## src/rtl/udp_rx_header_strip.sv

```systemverilog
// UDP receive header stripper: parses the 8-byte UDP header from an 8-bit IP payload
// stream, publishes the header fields and forwards the payload with one cycle latency.
module udp_rx_header_strip (
    input  logic        clk,
    input  logic        rst,
    input  logic [15:0] cfg_local_port,
    input  logic        s_valid,
    input  logic [7:0]  s_data,
    input  logic        s_last,
    output logic        m_valid,
    output logic [7:0]  m_data,
    output logic        m_last,
    output logic        hdr_valid,
    output logic [15:0] src_port,
    output logic [15:0] dst_port,
    output logic [15:0] udp_len,
    output logic [15:0] udp_csum,
    output logic        err_len,
    output logic        err_port
);

    typedef enum logic [1:0] {
        HDR  = 2'd0,
        PAY  = 2'd1,
        DROP = 2'd2
    } state_t;

    state_t      state_r;
    logic [2:0]  hdr_cnt_r;
    logic [15:0] pay_cnt_r;
    logic [55:0] hdr_buf_r;

    logic [63:0] hdr_full_s;
    logic [15:0] len_s;
    logic [15:0] dst_s;
    logic        len_bad_s;
    logic        port_bad_s;

    // Complete header as seen while header byte 7 is on the input.
    assign hdr_full_s = {hdr_buf_r, s_data};
    assign dst_s      = hdr_full_s[47:32];
    assign len_s      = hdr_full_s[31:16];
    assign len_bad_s  = (len_s < 16'd8);
    assign port_bad_s = (cfg_local_port != 16'd0) && (dst_s != cfg_local_port);

    // Parser state machine with all outputs registered; strobes default low each cycle.
    always_ff @(posedge clk or negedge rst) begin
        if (!rst) begin
            state_r   <= HDR;
            hdr_cnt_r <= 3'd0;
            pay_cnt_r <= 16'd0;
            hdr_buf_r <= 56'd0;
            m_valid   <= 1'b0;
            m_data    <= 8'd0;
            m_last    <= 1'b0;
            hdr_valid <= 1'b0;
            src_port  <= 16'd0;
            dst_port  <= 16'd0;
            udp_len   <= 16'd0;
            udp_csum  <= 16'd0;
            err_len   <= 1'b0;
            err_port  <= 1'b0;
        end else begin
            m_valid   <= 1'b0;
            m_last    <= 1'b0;
            hdr_valid <= 1'b0;
            err_len   <= 1'b0;
            err_port  <= 1'b0;
            if (s_valid) begin
                case (state_r)
                    HDR: begin
                        hdr_buf_r <= hdr_full_s[55:0];
                        if (hdr_cnt_r == 3'd7) begin
                            hdr_cnt_r <= 3'd0;
                            hdr_valid <= 1'b1;
                            src_port  <= hdr_full_s[63:48];
                            dst_port  <= dst_s;
                            udp_len   <= len_s;
                            udp_csum  <= hdr_full_s[15:0];
                            err_len   <= len_bad_s;
                            err_port  <= port_bad_s;
                            if (len_bad_s || port_bad_s || (len_s == 16'd8)) begin
                                state_r <= s_last ? HDR : DROP;
                            end else if (s_last) begin
                                // Frame ended where payload was promised: truncated datagram.
                                err_len <= 1'b1;
                                state_r <= HDR;
                            end else begin
                                pay_cnt_r <= len_s - 16'd8;
                                state_r   <= PAY;
                            end
                        end else if (s_last) begin
                            err_len   <= 1'b1;
                            hdr_cnt_r <= 3'd0;
                        end else begin
                            hdr_cnt_r <= hdr_cnt_r + 3'd1;
                        end
                    end
                    PAY: begin
                        m_valid   <= 1'b1;
                        m_data    <= s_data;
                        pay_cnt_r <= pay_cnt_r - 16'd1;
                        if (pay_cnt_r == 16'd1) begin
                            m_last  <= 1'b1;
                            state_r <= s_last ? HDR : DROP;
                        end else if (s_last) begin
                            m_last  <= 1'b1;
                            err_len <= 1'b1;
                            state_r <= HDR;
                        end else begin
                            state_r <= PAY;
                        end
                    end
                    DROP: begin
                        if (s_last) begin
                            state_r <= HDR;
                        end else begin
                            state_r <= DROP;
                        end
                    end
                    default: begin
                        state_r   <= HDR;
                        hdr_cnt_r <= 3'd0;
                    end
                endcase
            end
        end
    end

endmodule

```

## config.mk

```make
export PLATFORM = sky130hd
export DESIGN_NAME = udp_rx_header_strip
export DESIGN_NICKNAME = d
export VERILOG_FILES = /design/src/rtl/udp_rx_header_strip.sv
export SDC_FILE = /design/constraint.sdc
export NUM_CORES = 1
export LEC_CHECK = 0
export ABC_AREA = 1
export CAP_MARGIN = 20
export CORE_MARGIN = 2
export CORE_UTILIZATION = 54
export DETAILED_ROUTE_END_ITERATION = 12
export PLACE_DENSITY_LB_ADDON = 0.15
export SETUP_SLACK_MARGIN = 0.02
export SYNTH_ARGS = -nofsm -noshare
export SYNTH_HDL_FRONTEND = slang
export SYNTH_SLANG_ARGS = --single-unit
```

## constraint.sdc

```tcl
create_clock -name clk -period 2.53 [get_ports clk]
set_input_delay 0.6325 -clock clk [delete_from_list [all_inputs] [get_ports clk]]
set_output_delay 0.6325 -clock clk [all_outputs]
set_load 0.01 [all_outputs]
```

* Word level (Yosys, flattened, before mapping)
Cells that the tools add are included.
** Word-level totals
- Register bits :: 154
- Input port bits :: 28
- Output and inout port bits :: 77
- Logic and storage cells :: 72
** Cells by class
- Add/sub/neg operators :: 3
- Magnitude comparators :: 1
- Equality and inequality tests :: 9
- Mux-type cells :: 31
- Bitwise operators :: 1
- Reduce and logical (&&, ||, !) cells :: 13
** Operator list (number)
- 16-bit 2-to-1 mux :: 3
- 16-bit one-hot mux with 2 select lines :: 1
- 1-bit 2-to-1 mux :: 18
- 16-bit by 1-bit == test with 1-bit output (second input constant) :: 1
- 16-bit by 4-bit == test with 1-bit output (second input constant) :: 1
- 16-bit by 4-bit less-than comparator with 1-bit output (second input constant) :: 1
- 16-bit != test :: 1
- 16-bit nonzero test :: 1
- 16-bit by 1-bit subtractor with 16-bit output (second input constant) :: 1
- 16-bit by 4-bit subtractor with 16-bit output (second input constant) :: 1
- 2-bit 2-to-1 mux :: 4
- 2-bit AND reduction :: 4
- 3-bit 2-to-1 mux :: 2
- 2-bit != test (second input constant) :: 3
- 2-bit one-hot mux with 3 select lines :: 1
- 3-bit one-hot mux with 2 select lines :: 1
- 5-bit AND reduction :: 1
- 3-bit by 1-bit adder with 3-bit output (second input constant) :: 1
- 3-bit == test (second input constant) :: 1
- 3-bit AND reduction :: 1
- 2-bit by 1-bit == test with 1-bit output (second input constant) :: 1
- 2-bit == test (second input constant) :: 1
- 2-bit logical NOT :: 1
- 1-bit logical OR :: 2
- other kinds (5) :: 5

* Depth between registers and ports, before layout
- Depth after elaboration :: 8
- Mapped depth :: 14
- Mapped depth without buffers :: 13

* Least setup slack after synthesis
OpenSTA, ideal clock, no wires.
- Path type :: flip-flop to flip-flop
- From :: reg state_r[0]
- To :: reg pay_cnt_r[6]
- Library setup time :: 116 ps
- Arrival :: 1639 ps
- Data required time :: 2414 ps
- Slack :: 774 ps
- Cell stages (with the launch flop) :: 10
- Buffers on the path :: 2
- Clock period less this slack :: 1756 ps
- Cells stage by stage :: dfrtp_1 -> inv_1 -> ha_1 -> buf_4 -> nand2_2 -> a221oi_4 -> nand2_4 -> buf_12 -> nand2_2 -> nand2_1
** Between the ends
- Longest elaborated chain between the ends :: 3
- Elaborated cells between the ends (all ways) :: 8
- Those cells by class :: eq/ne: 4; mux: 1; reduce/logical: 3
** RTL lines
- start: declaration :: RTL line 28 : state_t state_r;
- start signal: assignment :: RTL line 83 : state_r <= s_last ? HDR : DROP;
- start signal: assignment :: RTL line 105 : state_r <= s_last ? HDR : DROP;
- 2-bit by 1-bit == test with 1-bit output / 2-bit logical NOT (equally long branches) :: RTL line 70 : case (state_r)
- 2-bit nonzero test (no source line) / 2-bit != test (equally long branches)
- 5-bit AND reduction (no source line)
- end signal: assignment :: RTL line 89 : pay_cnt_r <= len_s - 16'd8;
- end signal: assignment :: RTL line 102 : pay_cnt_r <= pay_cnt_r - 16'd1;
- end: declaration :: RTL line 30 : logic [15:0] pay_cnt_r;
Parallel ways exist; a longest one is shown, timed or not.
A chain may end at the register's enable or synchronous reset.

* Worst setup path after layout
- From :: in cfg_local_port[10]
- To :: reg pay_cnt_r[14]
** Between the ends
- Longest elaborated chain between the ends :: 6
- Elaborated cells between the ends (all ways) :: 7
- Those cells by class :: eq/ne: 2; reduce/logical: 5
** RTL lines
- start: declaration :: RTL line 6 : input logic [15:0] cfg_local_port,
- 16-bit != test / 16-bit nonzero test (equally long branches) :: RTL line 44 : assign port_bad_s = (cfg_local_port != 16'd0) && (dst_s != cfg_local_port);
- 1-bit logical AND (*) :: RTL line 44
- 1-bit logical OR (*) (2 in a row) :: RTL line 82 : if (len_bad_s || port_bad_s || (len_s == 16'd8)) begin
- 2-bit != test (no source line) (*)
- 5-bit AND reduction (no source line) (*)
Every way passes the cells marked *; elsewhere a longest branch is shown, timed or not.

==> flow_summary.json <==
{
  "clk_pin_slew_ns": 0.06,
  "yosysWarnings": 0,
  "irDropWorstVdd_uv": 772,
  "io_pins": 105,
  "rows": 41,
  "grt_pass1_wl_mm": 27.6,
  "final_cell_area_um2": 8870,
  "min_path_type": "primary input to asynchronous set/reset pin",
  "maxSlewViolCount": 0,
  "rsz0062_at_grt": "false",
  "cts-resized-gates": 0,
  "finClkSkew_ns": 0.00486,
  "netlist_area_um2": 7070,
  "regArea_um2": 3850,
  "r2r_slack_ns": 0.53,
  "gr-usage-met3_pct": 5.12,
  "layout-drive-gt1-share_pct": 8.38,
  "relSlewSlack_pct": 66.5,
  "wirelength_mm": 16.2,
  "p_int_w": 0.00555,
  "insertion_delay_ns": 0.42,
  "post-cts-setup-buffer-count": 0,
  "fin_util_pct": 69.7,
  "tightest_slew_ns": 0.503,
  "met2_usage_pct": 38.9,
  "setup_tns_ns": 0,
  "yosysSeqAreaShare_pct": 54.5,
  "first_iter_violations": 498,
  "ys_types": 30,
  "p_leak_nw": 4.31,
  "route.vias.total": 5936,
  "multi_input_area_um2": 2660,
  "antenna_found_initial": 0,
  "port-buffer-count": 104,
  "power_w": 0.00886,
  "cts_tree": "yes",
  "pwr-share-seq_pct": 39.7,
  "drc": 0,
  "crit_arrival_ns": 2.36,
  "start_util_pct": 55.6,
  "die_area_um2": 14000,
  "fp.dieW_um": 118,
  "clockRootBuffer": "clkbuf_16",
  "clockBufferDepth": 2,
  "wl_per_cell_um": 14.1,
  "coreArea_um2": 12700,
  "grt_pass1_vias": 5681,
  "grt_max_degree": 109,
  "period_share_pct": 79.5,
  "holdBufCountCts": 0,
  "finalHoldViolations": 0,
  "place_area_um2": 8290,
  "synth_seq_cells": 154,
  "cp_max_fo": 13,
  "mostFrequentLayoutCells": "nand2_1, dfrtp_1, o21ai_0",
  "synthCells": 865,
  "switching_share_pct": 37.4,
  "clock_sinks": 154,
  "power_frac_comb_pct": 32.3,
  "period_needed_ns": 2.01,
  "gp_congestion": 0.864,
  "dp_slack_ns": 0.137,
  "fin_ws_ns": 0.518,
  "busiest_layer": "met2",
  "path_class": "primary input to flop",
  "mostFrequentLayoutCell": "nand2_1",
  "worstSetupStartpointType": "primary input",
  "max_freq_ghz": 0.497,
  "setup-violations-final": 0,
  "drtAntennaViolNets": 0,
  "p_sw_w": 0.00331,
  "synth_area_per_cell_um2": 8.17,
  "required_ns": 2.88,
  "synth.net_count": 902,
  "grt_usage_pct": 24.6,
  "grt_overflow_total": 0,
  "cts_buffers": 17,
  "clkPwrFrac_pct": 28.1,
  "first_pass_iters": 5,
  "n_antenna_cell": 0,
  "met1_usage_pct": 33.7,
  "dpl.hpwl_mm": 11.3,
  "cp-end-kind": "flop",
  "avgViaCountPerCell": 5.16,
  "nNetsFinal": 1003,
  "num-fill-cells": 1063,
  "htreeDepth": 4,
  "max_cap_viol_count": 0,
  "area_delta_synth_final_pct": 25.5,
  "status": "completed",
  "power.density_nw_per_um2": 998,
  "die_y_um": 118
}
==> metrics by stage <==
step / hold WS (ns) / cells
finish: 0.153 / 1151
CTS: 0.170 / 1151
global placement: 0.455 / 1119
floorplan: 0.337 / 865
detailed placement: 0.459 / 1119
global route: 0.182 / 1151
==> sequential cells by signal, indices dropped and copies added (netlist names), 2 cells and up <==
register,count
src_port,16
pay_cnt_r,16
udp_len,16
hdr_buf_r,56
m_data,8
udp_csum,16
hdr_cnt_r,3
state_r,2
dst_port,16
==> cells by family (layout without fill, tap and decap cells) <==
family	Yosys count	in the layout	share of synthesized area, %
AND/OR/NAND/NOR	398	398	23.3
AO/OA/AOI/OAI	156	156	11.5
flip-flops	154	154	54.5
buffers and inverters	139	253	7.93
adder cells (fa/ha/maj)	9	9	1.59
XOR/XNOR	9	9	1.12
==> layout make-up <==
type                    instances  share of cell area, %
repair buffers                116                   13.2
clock buffers                  24                   5.32
clock inverters                 8                   1.21
well taps                     172                   2.43
flip-flops and latches        154                   43.4
multi-input cells             572                   30.0
inverters                     105                   4.46
==> path summary, 6_finish.rpt <==
path | cells after the start | endpoint | startpoint
setup / recovery | 14 | pay_cnt_r[14]$_DFFE_PN0P_ | cfg_local_port[10]
hold / removal | 1 | src_port[12]$_DFFE_PN0P_ | rst
setup reg to reg | 7 | pay_cnt_r[1]$_DFFE_PN0P_ | state_r[0]$_DFFE_PN0P_
hold reg to reg | 2 | src_port[10]$_DFFE_PN0P_ | hdr_buf_r[50]$_DFFE_PN0P_
max in group asynchronous | 2 | m_data[0]$_DFFE_PN0P_ | rst
min in group clk | 2 | src_port[10]$_DFFE_PN0P_ | hdr_buf_r[50]$_DFFE_PN0P_
==> power by group through the flow <==
stage                     clock, W  combinational [W]  sequential [W]
after global placement           0            0.00277         0.00353
after global routing       0.00266            0.00326         0.00358
final                      0.00249            0.00286         0.00351
after floorplan                  0            0.00200         0.00345
after detailed placement         0            0.00282         0.00354
after CTS                  0.00253            0.00286         0.00350
==> Yosys cell counts <==
master    number  area, um2
buf_1          3       11.3
nand4_2        1       12.5
buf_2          9       45.0
buf_12         1       20.0
a221oi_4       1       26.3
nand4_1        4       25.0
a21oi_1        8       40.0
dfrtp_1      154       3850
nand3_1       36        180
a32oi_1        1       8.76
inv_2         17       63.8
nor2_1        52        195
xnor2_1        1       8.76
inv_1         88        330
a31oi_1        2       12.5
ha_1           9        113
nor3_1         4       20.0
nor2_4         2       22.5
buf_4          3       22.5
o21bai_1       1       7.51
o21ai_1        6       30.0
nand2_1      276       1040
nand2_4        3       33.8
clkbuf_1      18       67.6
nand2_2       15       93.8
nor2_2         3       18.8
o21ai_0      136        681
nor4_1         2       12.5
xor2_1         8       70.1
o31ai_1        1       7.51
==> critical path, cell delays in order <==
cell and delay (ns):
clkdlybuf4s50_1 0.52, inv_1 0.05, nand2_1 0.05, nand2_1 0.05, nor2_1 0.14, nand2_1 0.07, nor2_1 0.09, nand2_1 0.07
nand2_2 0.14, nand2_4 0.07, nand2_4 0.09, buf_4 0.21, nand3_1 0.09, nand2_1 0.07
==> metal layers <==
| metal | part of all wire (%) | wire [um] |
|---|---|---|
| met3 | 5.3 | 863 |
| met1 | 45 | 7320 |
| met4 | 1.9 | 306 |
| met5 | 0 | 0 |
| met2 | 48 | 7690 |
(Power assumes the default switching activity.)
